$ cat config.mk
export PLATFORM = sky130hd
export DESIGN_NAME = ffn_matvec_seq
export DESIGN_NICKNAME = d
export VERILOG_FILES = /design/src/rtl/ffn_matvec_seq.sv
export SDC_FILE = /design/constraint.sdc
export NUM_CORES = 1
export LEC_CHECK = 0
export BUFFER_PORTS_ARGS = -buffer_cell sky130_fd_sc_hd__buf_2
export CAP_MARGIN = 10
export CELL_PAD_IN_SITES_DETAIL_PLACEMENT = 1
export CELL_PAD_IN_SITES_GLOBAL_PLACEMENT = 2
export CORE_MARGIN = 1
export CORE_UTILIZATION = 40
export CTS_CLUSTER_SIZE = 16
export DETAILED_ROUTE_END_ITERATION = 10
export MAX_ROUTING_LAYER = met4
export PLACE_DENSITY = 0.81
export SLEW_MARGIN = 20
export SYNTH_ARGS = -nofsm -noshare
export SYNTH_HDL_FRONTEND = slang
export SYNTH_SLANG_ARGS = --single-unit
$ cat constraint.sdc
create_clock -name clock -period 9.5 [get_ports clock]
set_clock_uncertainty 0.15 [all_clocks]
set_input_delay 0.475 -clock clock [delete_from_list [all_inputs] [get_ports clock]]
set_output_delay 0.475 -clock clock [all_outputs]
set_load 0.05 [all_outputs]
$ cat src/rtl/ffn_matvec_seq.sv
// Single-layer feed-forward block y = W*x: NUM_OUT MAC lanes share one input neuron per
// cycle, weights stream one column per cycle from an external RAM with one cycle of latency.
module ffn_matvec_seq #(
   parameter  int WIDTH     = 8,
   parameter  int NUM_IN    = 16,
   parameter  int NUM_OUT   = 4,
   parameter  int OUT_WIDTH = 16,
   parameter  int FRAC_BITS = 0,
   localparam int ADDR_W    = (NUM_IN > 2) ? $clog2(NUM_IN) : 1,
   localparam int ACC_W     = 2 * WIDTH + $clog2(NUM_IN)
) (
   input  logic                         clock,
   input  logic                         reset,
   input  logic                         in_valid,
   output logic                         in_ready,
   input  logic [WIDTH*NUM_IN-1:0]      input_neurons,
   input  logic                         relu_en,
   output logic                         weight_rd_en,
   output logic [ADDR_W-1:0]            weight_rd_addr,
   input  logic [WIDTH*NUM_OUT-1:0]     weight_rd_data,
   output logic                         out_valid,
   input  logic                         out_ready,
   output logic [OUT_WIDTH*NUM_OUT-1:0] output_neurons
);

   typedef enum logic [1:0] {IDLE, RUN, DRAIN, DONE} state_t;

   localparam logic [ADDR_W-1:0] LAST_K     = ADDR_W'(NUM_IN - 1);
   localparam logic [ADDR_W-1:0] DRAIN_LAST = ADDR_W'(1);
   localparam logic signed [ACC_W-1:0] SAT_MAX =
      {{(ACC_W-OUT_WIDTH+1){1'b0}}, {(OUT_WIDTH-1){1'b1}}};
   localparam logic signed [ACC_W-1:0] SAT_MIN =
      {{(ACC_W-OUT_WIDTH+1){1'b1}}, {(OUT_WIDTH-1){1'b0}}};

   state_t state_q, state_d;
   logic [ADDR_W-1:0] cnt_q;
   logic capture, finish;

   logic signed [WIDTH-1:0]     x_q [NUM_IN];
   logic                        relu_q;
   logic                        rd_valid_q;
   logic [ADDR_W-1:0]           rd_addr_q;
   logic signed [2*WIDTH-1:0]   prod_q [NUM_OUT];
   logic                        prod_valid_q;
   logic signed [ACC_W-1:0]     acc_q [NUM_OUT];
   logic [OUT_WIDTH*NUM_OUT-1:0] out_q;

   logic signed [2*WIDTH-1:0]   x_ext;
   logic signed [2*WIDTH-1:0]   w_ext [NUM_OUT];
   logic signed [2*WIDTH-1:0]   prod_d [NUM_OUT];
   logic signed [ACC_W-1:0]     acc_d [NUM_OUT];
   logic signed [ACC_W-1:0]     shifted [NUM_OUT];
   logic [OUT_WIDTH-1:0]        out_d [NUM_OUT];

   // NOTE: every always_comb output gets a default first, so no path can infer a latch.
   always_comb begin
      state_d        = state_q;
      in_ready       = 1'b0;
      weight_rd_en   = 1'b0;
      weight_rd_addr = '0;
      out_valid      = 1'b0;
      case (state_q)
         IDLE: begin
            in_ready = 1'b1;
            if (in_valid) state_d = RUN;
         end
         RUN: begin
            weight_rd_en   = 1'b1;
            weight_rd_addr = cnt_q;
            if (cnt_q == LAST_K) state_d = DRAIN;
         end
         DRAIN: if (cnt_q == DRAIN_LAST) state_d = DONE;
         DONE: begin
            out_valid = 1'b1;
            if (out_ready) state_d = IDLE;
         end
         default: state_d = IDLE;
      endcase
   end

   assign capture        = (state_q == IDLE) && in_valid;
   assign finish         = (state_q == DRAIN) && (state_d == DONE);
   assign output_neurons = out_q;

   // NOTE: sequential state uses non-blocking assignments so every register samples pre-edge values.
   always_ff @(posedge clock) begin
      if (reset) begin
         state_q <= IDLE;
         cnt_q   <= '0;
      end else begin
         state_q <= state_d;
         if (state_d != state_q)
            cnt_q <= '0;
         else if (state_q == RUN || state_q == DRAIN)
            cnt_q <= cnt_q + 1'b1;
      end
   end

   always_comb begin
      x_ext = {{WIDTH{x_q[rd_addr_q][WIDTH-1]}}, x_q[rd_addr_q]};
      for (int j = 0; j < NUM_OUT; j++) begin
         w_ext[j]   = {{WIDTH{weight_rd_data[WIDTH*j+WIDTH-1]}}, weight_rd_data[WIDTH*j +: WIDTH]};
         prod_d[j]  = x_ext * w_ext[j];
         acc_d[j]   = prod_valid_q ? acc_q[j] + ACC_W'(prod_q[j]) : acc_q[j];
         shifted[j] = acc_d[j] >>> FRAC_BITS;
         if (relu_q && shifted[j][ACC_W-1]) shifted[j] = '0;
         out_d[j]   = shifted[j][OUT_WIDTH-1:0];
         if (shifted[j] > SAT_MAX)      out_d[j] = SAT_MAX[OUT_WIDTH-1:0];
         else if (shifted[j] < SAT_MIN) out_d[j] = SAT_MIN[OUT_WIDTH-1:0];
      end
   end

   always_ff @(posedge clock) begin
      if (reset) begin
         relu_q       <= 1'b0;
         rd_valid_q   <= 1'b0;
         rd_addr_q    <= '0;
         prod_valid_q <= 1'b0;
         out_q        <= '0;
         for (int j = 0; j < NUM_OUT; j++) acc_q[j] <= '0;
      end else begin
         rd_valid_q   <= weight_rd_en;
         rd_addr_q    <= weight_rd_addr;
         prod_valid_q <= rd_valid_q;
         if (capture) relu_q <= relu_en;
         for (int j = 0; j < NUM_OUT; j++) begin
            acc_q[j] <= capture ? '0 : acc_d[j];
            if (finish) out_q[OUT_WIDTH*j +: OUT_WIDTH] <= out_d[j];
         end
      end
   end

   // NOTE: operand and product storage is not reset; its valid flags are, which is all control needs.
   always_ff @(posedge clock) begin
      if (capture)
         for (int i = 0; i < NUM_IN; i++) x_q[i] <= input_neurons[WIDTH*i +: WIDTH];
      if (rd_valid_q)
         for (int j = 0; j < NUM_OUT; j++) prod_q[j] <= prod_d[j];
   end

endmodule

# After elaboration in Yosys (flattened, before gate mapping)
# Memory sizes are Yosys's and may differ from the RTL's. A register that Yosys moved wholly into a read port is not among the register bits.
# Cells that the tools add are included.
# W data, S select, Z words.
# totals
out_inout_bits,71
mem_bits_rw,272
elab_cells,87
memories,3
register_bits,73
# op_classes
addsub,5
eq_ne,7
n_lt_le_gt_ge,8
muxes,41
reduce_logical,9
bitwise,4
mul,4
# mem_list
memory,words,word_bits,rd,rd_clocked_by_memory_dff,write_ports,line,source
x_q,16,8,1,1,16,39,logic signed [WIDTH-1:0] x_q [NUM_IN];
acc_q,4,20,4,0,4,45,logic signed [ACC_W-1:0] acc_q [NUM_OUT];
prod_q,4,16,4,0,4,43,logic signed [2*WIDTH-1:0] prod_q [NUM_OUT];
# ops
cell,count
$mux W20,16
$mux W16,8
$add A20 B16 Y20,4
$gt A20 B16 Y1 const B,4
$lt A20 B16 Y1 const B,4
$mul A8 B8 Y16,4
$mux W1,10
$mux W2,4
$mux W4,2
$pmux W2 S4,1
$eq A2 B2 Y1 const B,3
$logic_and A1 B1 Y1,6
$add A4 B1 Y4 const B,1
$eq A4 B1 Y1 const B,1
$eq A4 B4 Y1 const B,1
$or A1 B1 Y1,4
$eq A2 B1 Y1 const B,1
$logic_not A2 Y1,1
$ne A2 B2 Y1,1
$reduce_or A2 Y1,1
$logic_or A1 B1 Y1,1

# Longest topological paths before layout
# logic_depth
word_depth,7
depth_mapped,25
ltp_nobuf,21

# Least setup slack after synthesis
# Ideal clock, no wire load.
# synth_timing
path_kind,flip-flop to flip-flop
from,register state_q[0]
to,register out_q[11] (netlist: output_neurons[11])
slack_ns,2.225
period_less_slack_ns,7.275
t_arrival_ns,7.045
path_stages_with_launch,11
required_ns,9.270
cell_sequence,dfxtp_1 > inv_1 > ha_1 > and2_0 > or3_1 > and3_1 > clkbuf_1 > clkbuf_1 > clkbuf_1 > nor2_1 > a211oi_2
# synth_between
elab_chain_len,4
word_cells_on_any_way,11
cone_classes,eq/ne (4); mux (5); reduce/logical (2)
# synth_rtl
element,line,source
start: declaration,35,"state_t state_q, state_d;"
start signal: assignment,91,state_q <= state_d;
$eq A2 B2 Y1 (tied with other cells),62,case (state_q)
$pmux W2 S4,62,
$eq A2 B2 Y1,82,assign finish = (state_q == DRAIN) && (state_d == DONE);
$logic_and A1 B1 Y1 *,82,
end signal: indexed assignment,128,if (finish) out_q[OUT_WIDTH*j +: OUT_WIDTH] <= out_d[j];
end: declaration,46,logic [OUT_WIDTH*NUM_OUT-1:0] out_q;
# Every way passes the cells marked *; elsewhere a longest branch is shown, timed or not.
# A chain may end at the register's enable or synchronous reset.

==> summary.txt <==
Distinct cells, synth: 89
Max FO, Critical Path: 32
YS warnings: 0
CP startpoint kind: flip-flop
DR iter-0 viols: 908
RSZ-0062 raised after global routing: no
Synth Area in Compound Gates: 0.105
Crit. End Element: flip-flop
Via count: 19900
Hold_sp: reset
Clock Sinks: 349
GP Congestion: 0.827
Die area: 0.0678 mm²
Top_reg_cell synth: edfxtp_1
FFs w/ async S/R, synth: 0
Largest net degree at the start of global routing: 82
Synth Area per Inst: 10.4 µm²
Die Y: 260 µm
Setup violators final: 0
First-pass GRT wire length: 120 mm
H-tree depth: 2
Iteration count of the initial detailed-routing pass: 5
Worst skew pair latency: 580 ps
Clock power frac: 0.131
Synth area leader: edfxtp_1
Seq cells post-synth: 349
Fin. Hold Viols: 0
Multiplexer share of the synthesized area: 0.0564
Run status: completed
Gate Count Post-Synth: 2562
Worst Slack Setup Final: 2080 ps
Layout cells sized above 1: 0.137
Largest family of logic cells by synthesized area: adder cells
Hold-critical path depth: 2
Tmin final: 7420 ps
Simple-gate portion of the synthesized area: 0.142
Top-count cell post-synth: inv_1
Sequential share of power: 0.205
Area growth syn-to-layout: 17.7%
CTS buffer count: 42
Global route total overflow: 0
Rel. slew slack: 0.312
Total core area: 0.0659 mm²
Synthesized Nets: 3149
Port bufs: 235
Initial antenna violation count: 5
Fmax: 0.135 GHz
Post-DP HPWL: 52.7 mm
Final wirelength: 75.1 mm
Setup TNS: 0 ps
Data arrival, critical path: 7610 ps
WL/cell: 19.8 µm
Number of flops mapped to enable cells by yosys: 192
Top-Level Pins: 236
Tot GR Track Use: 0.232
Final period utilization: 0.782
Worst VDD drop: 0.000283 V
Setup Buffers After CTS: 0
DRC violations left: 0
Vias in the first global route: 22000
Root Buffer Master: clkbuf_16
CTS max path bufs: 3
R2r setup slk: 2080 ps
Synthesized area: 0.0267 mm²
Antenna-violating nets left: 0
Power Density: 412 mW/mm²
Sequential area share after synthesis: 0.334
Initial core utilization: 0.405
Worst hold path class: input pin to flip-flop
Yosys top cell area share: 0.216
Post-cts sizing count: 0
Adder-cell area share of the yosys netlist: 0.261
Hold endpoint: state_q[0]$_SDFF_PP0_
Worst-Margin Slew: 1030 ps
Die Span X: 260 µm
Reg clk slew, reported paths: 60 ps
R2R cell count: 21
Net Sw Frac: 0.458
Setup WS pre-CTS: 2120 ps
CTS tree: built
Net Sw Power: 5.93 mW
Std-Cell Rows: 94
Top cells by count, synth: inv_1, fa_1, nor2_1
Internal power: 7.03 mW
Comb pwr share: 0.663
Max Cap Viol: 0
Vias per std cell: 5.24
Final Max Slew Viols: 0
Nets: 3481
Post-synthesis xor/xnor area fraction: 0.0380
Critical path type: flip-flop to flip-flop
Area contributors post-synth: edfxtp_1, fa_1, dfxtp_1, ha_1, inv_1
Req. time, crit path: 9680 ps
Reg2Reg Capture Point: prod_q[3][14]$_DFFE_PP_
Leak: 13.4 nW
## layer usage
| layer | GRT usage | wire length [µm] | vias up |
|---|---|---|---|
| li1 | - | - | 9354 |
| met1 | 0.302 | 34400 | 10000 |
| met2 | 0.375 | 35500 | 394 |
| met3 | 0.0321 | 2950 | 122 |
| met4 | 0.0703 | 2170 | 0 |
| met5 | - | 0 | - |
## power by group through the flow
stage	Sequential, mW	Combinational [mW]	Clock, mW
3_5_place_dp	2.67	8.55	0
2_1_floorplan	2.73	6.37	0
5_1_grt	2.69	9.81	1.80
3_3_place_gp	2.65	8.15	0
6_report	2.66	8.59	1.70
4_1_cts	2.64	8.66	1.73
## how the worst max path moves through the flow
stage               depth (start not counted)  slack (ps)                  start                               to
floorplan                                  10        2230  state_q[0]$_SDFF_PP0_  output_neurons[11]$_SDFFE_PP0P_
global placement                           21        2400              flip-flop          prod_q[3][14]$_DFFE_PP_
detailed placement                         21        2120              flip-flop          prod_q[3][14]$_DFFE_PP_
CTS                                        21        2100              flip-flop          prod_q[3][14]$_DFFE_PP_
global route                               21        1510              flip-flop          prod_q[3][14]$_DFFE_PP_
finish                                     21        2080              flip-flop          prod_q[3][14]$_DFFE_PP_
## cell usage in the layout (no fill, tap or decap), types with 19 or more instances in the layout
cell,n
a211oi_1,57
a21o_1,28
a21oi_1,87
and2_1,182
buf_2,235
clkbuf_16,45
dfxtp_1,154
dlygate4sd3_1,129
edfxtp_1,192
fa_1,224
ha_1,198
inv_1,359
mux2i_1,56
mux4_2,40
nand2_1,119
nand2b_1,31
nand3_1,24
nor2_1,212
nor2b_1,53
nor3_1,24
o21ai_0,50
o21bai_1,29
xnor2_1,97
xor2_1,19
## registers in the layout (all words and copies together), names as in the netlist, named ones only
register,cells
x_q,128
acc_q,80
output_neurons,64
prod_q,64
cnt_q,4
state_q,2
prod_valid_q,1
rd_valid_q,1
relu_q,1
## cell families after synthesis
kind of cell | after synthesis
simple gates | 733
fa+ha+maj | 422
xor+xnor | 116
flops | 349
buf+inv | 447
mux | 100
compound gates | 395
## layout make-up
class	instances	area, µm²
antenna	6	15.0
clock buffer	47	1130
clock inverter	31	297
fill	7258	34400
inverter	359	1350
multi-input combinational	1766	16100
sequential	349	8910
tap	864	1080
timing repair buffer	376	2560
## what timing repair did
action,in CTS,in global routing
setup endpoints to repair,0,0
hold buffers,129,0
hold endpoints to repair,129,0
## through the flow
stage                     cells   util  power, mW  hold WS (ps)  area [µm²]
after global routing       3797  0.477       14.3           142       31400
final                      3798  0.477       13.0           137       31400
after detailed placement   3585  0.436       11.2           333       28700
after CTS                  3792  0.477       13.0           117       31400
after floorplan            2562      -       9.10           326       26700
after global placement     3585  0.436       10.8           311       28700
## critical path: stages (launching register included)
cell and delay, ps:
dfxtp_2 670, buf_4 460, mux4_2 600, mux4_2 810
and2_1 310, fa_1 520, inv_1 60, fa_1 500
inv_1 60, fa_1 530, inv_1 50, fa_1 470
inv_1 40, ha_1 310, o21ai_0 120, a21boi_0 260
o21ai_0 140, a21boi_0 260, o21ai_0 140, a21boi_0 410
or4_1 190, nand3_1 70
Note: power is estimated with default switching activity, not from simulation.
